==> src/rtl/alu_serial_seq.sv <==
// Bit-serial RISC-V ALU sequencer. Drives one external 1-bit ALU slice
// (AND/OR/ADD/Less with A/B invert) one bit per clock, LSB first, and owns
// the carry register and the operand/result shift registers. SLT takes two
// passes: a subtract pass that forms the set bit, then a Less-injection pass.
// Optional macro ALU_SEQ_FLAGS_EN adds registered carry_out/overflow outputs.
module alu_serial_seq #(
  parameter int WIDTH = 32
) (
  input  logic             clk,
  input  logic             rst,
  input  logic             start,
  input  logic [3:0]       alu_ctrl,
  input  logic [WIDTH-1:0] a,
  input  logic [WIDTH-1:0] b,
  output logic             ready,
  output logic             busy,
  output logic             done,
  output logic [WIDTH-1:0] result,
  output logic             zero,
`ifdef ALU_SEQ_FLAGS_EN
  output logic             carry_out,
  output logic             overflow,
`endif
  output logic             slice_a,
  output logic             slice_b,
  output logic             slice_ainvert,
  output logic             slice_binvert,
  output logic [1:0]       slice_op,
  output logic             slice_less,
  output logic             slice_cin,
  input  logic             slice_result,
  input  logic             slice_cout
);

  localparam int CW = (WIDTH > 2) ? $clog2(WIDTH) : 1;
  localparam logic [3:0] CTRL_SLT = 4'b0111;

  typedef enum logic [1:0] {S_IDLE, S_RUN, S_SLT} state_t;

  state_t           r_state, w_next;
  logic [WIDTH-1:0] r_a_sh, r_b_sh, r_res_sh, r_result;
  logic [3:0]       r_ctrl;
  logic [CW-1:0]    r_cnt;
  logic             r_carry, r_set, r_done, r_zero;

  logic             w_accept, w_last, w_is_slt, w_ovf, w_finish;
  logic [WIDTH-1:0] w_res_next;

  assign w_accept   = (r_state == S_IDLE) && start;
  assign w_last     = (r_cnt == CW'(WIDTH-1));
  assign w_is_slt   = (r_ctrl == CTRL_SLT);
  // carry into the MSB xor carry out of it; only meaningful on the last bit
  assign w_ovf      = r_carry ^ slice_cout;
  assign w_res_next = {slice_result, r_res_sh[WIDTH-1:1]};
  // completion of the whole operation (single pass, or second SLT pass)
  assign w_finish   = w_last && (((r_state == S_RUN) && !w_is_slt) || (r_state == S_SLT));

  assign ready  = (r_state == S_IDLE);
  assign busy   = (r_state != S_IDLE);
  assign done   = r_done;
  assign result = r_result;
  assign zero   = r_zero;

  // next-state logic
  always_comb begin
    w_next = r_state;
    case (r_state)
      S_IDLE: if (start) w_next = S_RUN;
      S_RUN:  if (w_last) w_next = w_is_slt ? S_SLT : S_IDLE;
      S_SLT:  if (w_last) w_next = S_IDLE;
      default: w_next = S_IDLE;
    endcase
  end

  // slice drive; everything is held at 0 while idle
  always_comb begin
    slice_a       = 1'b0;
    slice_b       = 1'b0;
    slice_ainvert = 1'b0;
    slice_binvert = 1'b0;
    slice_op      = 2'b00;
    slice_less    = 1'b0;
    slice_cin     = 1'b0;
    if (r_state != S_IDLE) begin
      slice_a       = r_a_sh[0];
      slice_b       = r_b_sh[0];
      slice_ainvert = r_ctrl[3];
      slice_binvert = r_ctrl[2];
      slice_cin     = r_carry;
      if (r_state == S_RUN) begin
        // SLT's first pass is a plain subtract
        slice_op = w_is_slt ? 2'b10 : r_ctrl[1:0];
      end else begin
        slice_op   = 2'b11;
        slice_less = r_set && (r_cnt == '0);
      end
    end
  end

  // state register
  always_ff @(posedge clk) begin
    if (rst) r_state <= S_IDLE;
    else     r_state <= w_next;
  end

  // datapath: operand/result shifting, carry, counter, completion
  always_ff @(posedge clk) begin
    if (rst) begin
      r_a_sh   <= '0;
      r_b_sh   <= '0;
      r_res_sh <= '0;
      r_result <= '0;
      r_ctrl   <= '0;
      r_cnt    <= '0;
      r_carry  <= 1'b0;
      r_set    <= 1'b0;
      r_done   <= 1'b0;
      r_zero   <= 1'b1;
    end else begin
      r_done <= w_finish;
      if (w_accept) begin
        r_a_sh  <= a;
        r_b_sh  <= b;
        r_ctrl  <= alu_ctrl;
        r_carry <= alu_ctrl[2];
        r_cnt   <= '0;
      end else if (r_state != S_IDLE) begin
        r_a_sh   <= r_a_sh >> 1;
        r_b_sh   <= r_b_sh >> 1;
        r_res_sh <= w_res_next;
        r_carry  <= slice_cout;
        r_cnt    <= w_last ? '0 : r_cnt + 1'b1;
        if ((r_state == S_RUN) && w_last && w_is_slt)
          r_set <= slice_result ^ w_ovf;
        if (w_finish) begin
          r_result <= w_res_next;
          r_zero   <= (w_res_next == '0);
        end
      end
    end
  end

`ifdef ALU_SEQ_FLAGS_EN
  logic r_cout_p, r_ovf_p, r_flag_c, r_flag_v, w_arith;

  // only ADD/SUB-style passes (Operation=10) and SLT report flags
  assign w_arith   = (r_ctrl[1:0] == 2'b10);
  assign carry_out = r_flag_c;
  assign overflow  = r_flag_v;

  // flags of the arithmetic pass, published together with result
  always_ff @(posedge clk) begin
    if (rst) begin
      r_cout_p <= 1'b0;
      r_ovf_p  <= 1'b0;
      r_flag_c <= 1'b0;
      r_flag_v <= 1'b0;
    end else begin
      if ((r_state == S_RUN) && w_last && w_is_slt) begin
        r_cout_p <= slice_cout;
        r_ovf_p  <= w_ovf;
      end
      if (w_finish) begin
        if (r_state == S_SLT) begin
          r_flag_c <= r_cout_p;
          r_flag_v <= r_ovf_p;
        end else begin
          r_flag_c <= w_arith & slice_cout;
          r_flag_v <= w_arith & w_ovf;
        end
      end
    end
  end
`endif

endmodule

==> config.mk <==
export PLATFORM = sky130hd
export DESIGN_NAME = alu_serial_seq
export DESIGN_NICKNAME = d
export VERILOG_FILES = /design/src/rtl/alu_serial_seq.sv
export SDC_FILE = /design/constraint.sdc
export NUM_CORES = 1
export LEC_CHECK = 0
export ABC_CLOCK_PERIOD_IN_PS = 5000
export CAP_MARGIN = 25
export CORE_MARGIN = 2
export CORE_UTILIZATION = 31
export DETAILED_ROUTE_END_ITERATION = 8
export HOLD_SLACK_MARGIN = 0.02
export SYNTH_ARGS = -nofsm -noshare
export SYNTH_HDL_FRONTEND = slang
export SYNTH_SLANG_ARGS = --single-unit
export TNS_END_PERCENT = 100
==> constraint.sdc <==
create_clock -name clk -period 5 [get_ports clk]
set_input_delay 1.5 -clock clk [delete_from_list [all_inputs] [get_ports clk]]
set_output_delay 1.5 -clock clk [all_outputs]
set_load 0.1 [all_outputs]
==> reports/qor.txt <==
Simple-Gate Fraction of Synth Area -> 0.151
antenna-violating nets left -> 0
grt ovf -> 0
CP peak stage delay -> 1.14 ns
Peak VDD IR -> 0.223 mV
max_cap viols -> 0
worst-margin pin slew -> 0.997 ns
PortBufs -> 116
Num CTS Buffers -> 17
Seq cells post-synth -> 142
clock skew -> 0.00900 ns
syn nets -> 700
Syn Area/Cell -> 9.47 sq um
Syn Inst Count -> 623
WL per Instance -> 13.6 um
Design Area, Final -> 7760 sq um
post-layout util -> 0.415
min-delay worst type -> reg -> reg
CTS Hold Bufs -> 0
initial antenna violation count -> 0
HPWL after DPL -> 7.98 mm
Compound-Gate Fraction of Synth Area -> 0.139
clock slew at reported path FFs -> 0.06 ns
worst setup margin -> 1.19 ns
total track usage -> 0.132
Die Y -> 142 um
fin. max-slew vios -> 0
Peak Freq -> 0.263 GHz
CTS tree -> yes
CP max stage cell -> clkdlybuf4s50_1
Critical Path, Cell by Cell -> and4b_1 > o21bai_1 > clkdlybuf4s50_1
diode count -> 0
Crit. End Element -> output pin
DR vias/cell -> 4.75
WS Path Type -> reg -> out
pin count of the biggest net entering global routing -> 169
synth warn -> 0
CTS Sinks -> 142
Critical Path RT -> 3.50 ns
sequential cell area fraction in the yosys report -> 0.482
Layout Nets -> 788
main combinational cell family by area after synthesis -> multiplexers
die width -> 142 um
maximum fanout along the worst path -> 3
GP Congestion -> 0.732
placed insts -> 926
Lkg Pwr -> 0.00294 uW
number of setup buffers added after CTS -> 0
DRC Markers -> 0
PostCTS Resize Cnt -> 0
fin cells -> 957
vias in the first global route -> 4,235
PD cells -> 362 nW/um^2
final setup fails -> 0
pre-CTS setup slack -> 1.63 ns
Crit path buffers/inverters -> 1
die area -> 20,100 sq um
Initial Utilization -> 0.315
area delta synth->final -> 31.7%
RSZ-0062 raised after global routing -> false
Post-Synth Adder-Cell Area -> 0.00849
delay-heaviest family, CP -> buffers and inverters
Tcrit/Tclk final -> 0.761
Post-Synth XOR/XNOR Area -> 0.00297
total wire length -> 13.0 mm
area post-placement -> 7140 sq um
CTS HTree Levels -> 4
num ports -> 117
minimum clock period -> 3.81 ns
multiplexer share of the synthesized area -> 0.168
share of layout cells above drive strength 1 -> 0.0913
crit start category -> flip-flop
DR iter-0 viols -> 264
clk_lat worst skew -> 0.42 ns
num rows -> 50
Post-Syn Area -> 5900 sq um
CTS Root Cell -> clkbuf_16
first-pass GRT wire length -> 21.3 mm
core box area -> 18,700 sq um
1st-pass router iterations -> 4
outcome -> finished, final reports clean
Yosys cell types -> 37
Fin. Hold Viols -> 0
total number of vias -> 4,548
setup TNS -> 0 ns
Slew HR -> 0.333
Longest Clk Path Bufs -> 2
Arrival @ worst endpoint -> 2.31 ns
==> synth_stat cells <==
| cell | instances | area (sq um) |
|---|---|---|
| dfxtp_1 | 142 | 2840 |
| mux2i_1 | 99 | 991 |
| nor2_1 | 99 | 372 |
| nand2_1 | 69 | 259 |
| a211oi_1 | 46 | 345 |
| a21oi_1 | 41 | 205 |
| clkbuf_1 | 21 | 78.8 |
| buf_2 | 20 | 100 |
| a211oi_2 | 17 | 213 |
| buf_4 | 9 | 67.6 |
| nor4_1 | 8 | 50.1 |
| nor3_1 | 6 | 30.0 |
| and2_1 | 5 | 31.3 |
| ha_1 | 4 | 50.1 |
| nand3_1 | 4 | 20.0 |
| nand3b_1 | 4 | 30.0 |
| inv_1 | 3 | 11.3 |
| nand4_1 | 3 | 18.8 |
| buf_6 | 2 | 22.5 |
| o21ai_0 | 2 | 10.0 |
| o21bai_1 | 2 | 15.0 |
| xnor2_1 | 2 | 17.5 |
| a21o_1 | 1 | 7.51 |
| a311oi_1 | 1 | 8.76 |
| and3_1 | 1 | 6.26 |
| and4b_1 | 1 | 10.0 |
| inv_4 | 1 | 6.26 |
| nand4b_1 | 1 | 8.76 |
| nor2b_1 | 1 | 6.26 |
| nor3b_1 | 1 | 7.51 |
| o21a_1 | 1 | 7.51 |
| o21ai_1 | 1 | 5.00 |
| or2_1 | 1 | 6.26 |
| or3_1 | 1 | 6.26 |
| or3b_2 | 1 | 8.76 |
| or4b_1 | 1 | 10.0 |
| or4bb_1 | 1 | 11.3 |
==> kinds of logic after synthesis <==
logic type | after synthesis
AND/OR/NAND/NOR | 208
flip-flops | 142
AO/OA/AOI/OAI | 112
multiplexers | 99
buffers and inverters | 56
adder cells (fa/ha/maj) | 4
XOR/XNOR | 2
==> per-layer routing <==
metal	GRT usage	up-vias	routed length [um]
li1	-	2359	-
met1	0.176	2081	6250
met2	0.200	89	5920
met3	0.0364	19	606
met4	0.0589	0	265
met5	0	-	0
==> metrics by stage <==
stage	total power [uW]	hold slack, ns
after floorplan	1420	0.441
after global placement	1510	0.460
after detailed placement	1510	0.464
after CTS	2850	0.472
after global routing	2940	0.497
final	2810	0.471
==> registers in the layout, indices dropped and copies added, names as in the netlist <==
signal    cells
r_res_sh     31
r_a_sh       32
r_cnt         5
r_carry       1
result       32
done          1
r_set         1
zero          1
r_state       2
r_ctrl        4
r_b_sh       32
==> cell type report <==
| type | count | area, sq um |
|---|---|---|
| clock buffers | 20 | 457 |
| clock inverters | 11 | 165 |
| fillers | 1849 | 10900 |
| inverters | 4 | 17.5 |
| multi-input cells | 425 | 2780 |
| flip-flops and latches | 142 | 2840 |
| well taps | 234 | 293 |
| repair buffers | 121 | 1210 |
==> worst register-to-register path: cells and delay by family, from the launching register on <==
| family | cells | cell delay (ns) |
|---|---|---|
| buffers and inverters | 2 | 0.42 |
| DFF | 1 | 0.45 |
| and+or+nand+nor | 2 | 1.36 |
| AOI/OAI and AO/OA | 1 | 0.14 |
==> worst paths after layout <==
path,start,slack (ns),endpoint,cells past startpoint
setup reg to reg,r_state[1],2.56,r_cnt[2],5
hold reg to reg,r_ctrl[0],0.47,r_ctrl[0],2
hold / removal,r_ctrl[0],0.47,r_ctrl[0],2
setup / recovery,r_ctrl[3],1.19,slice_op[0],3
==> where the power goes <==
group	total [uW]	switching (uW)	internal (uW)
Combinational	274	147	127
Clock	1330	474	856
Sequential	1210	27.5	1180
==> placed cells by master, fill, tap and decap left out, drive strengths merged, types with 2 or more instances in the layout <==
cell / synthesis / final
clkdlybuf4s50: 0 / 106
bufinv: 0 / 4
xnor2: 2 / 2
nand4: 3 / 3
inv: 4 / 4
ha: 4 / 4
mux2i: 99 / 99
clkbuf: 21 / 20
nor2: 99 / 99
nand3: 4 / 4
nand2: 69 / 69
clkinv: 0 / 6
nand3b: 4 / 4
nor3: 6 / 6
o21bai: 2 / 2
o21ai: 3 / 3
dfxtp: 142 / 142
buf: 31 / 15
and2: 5 / 5
nor4: 8 / 8
a21oi: 41 / 41
a211oi: 63 / 63
(Power assumes the default switching activity.)
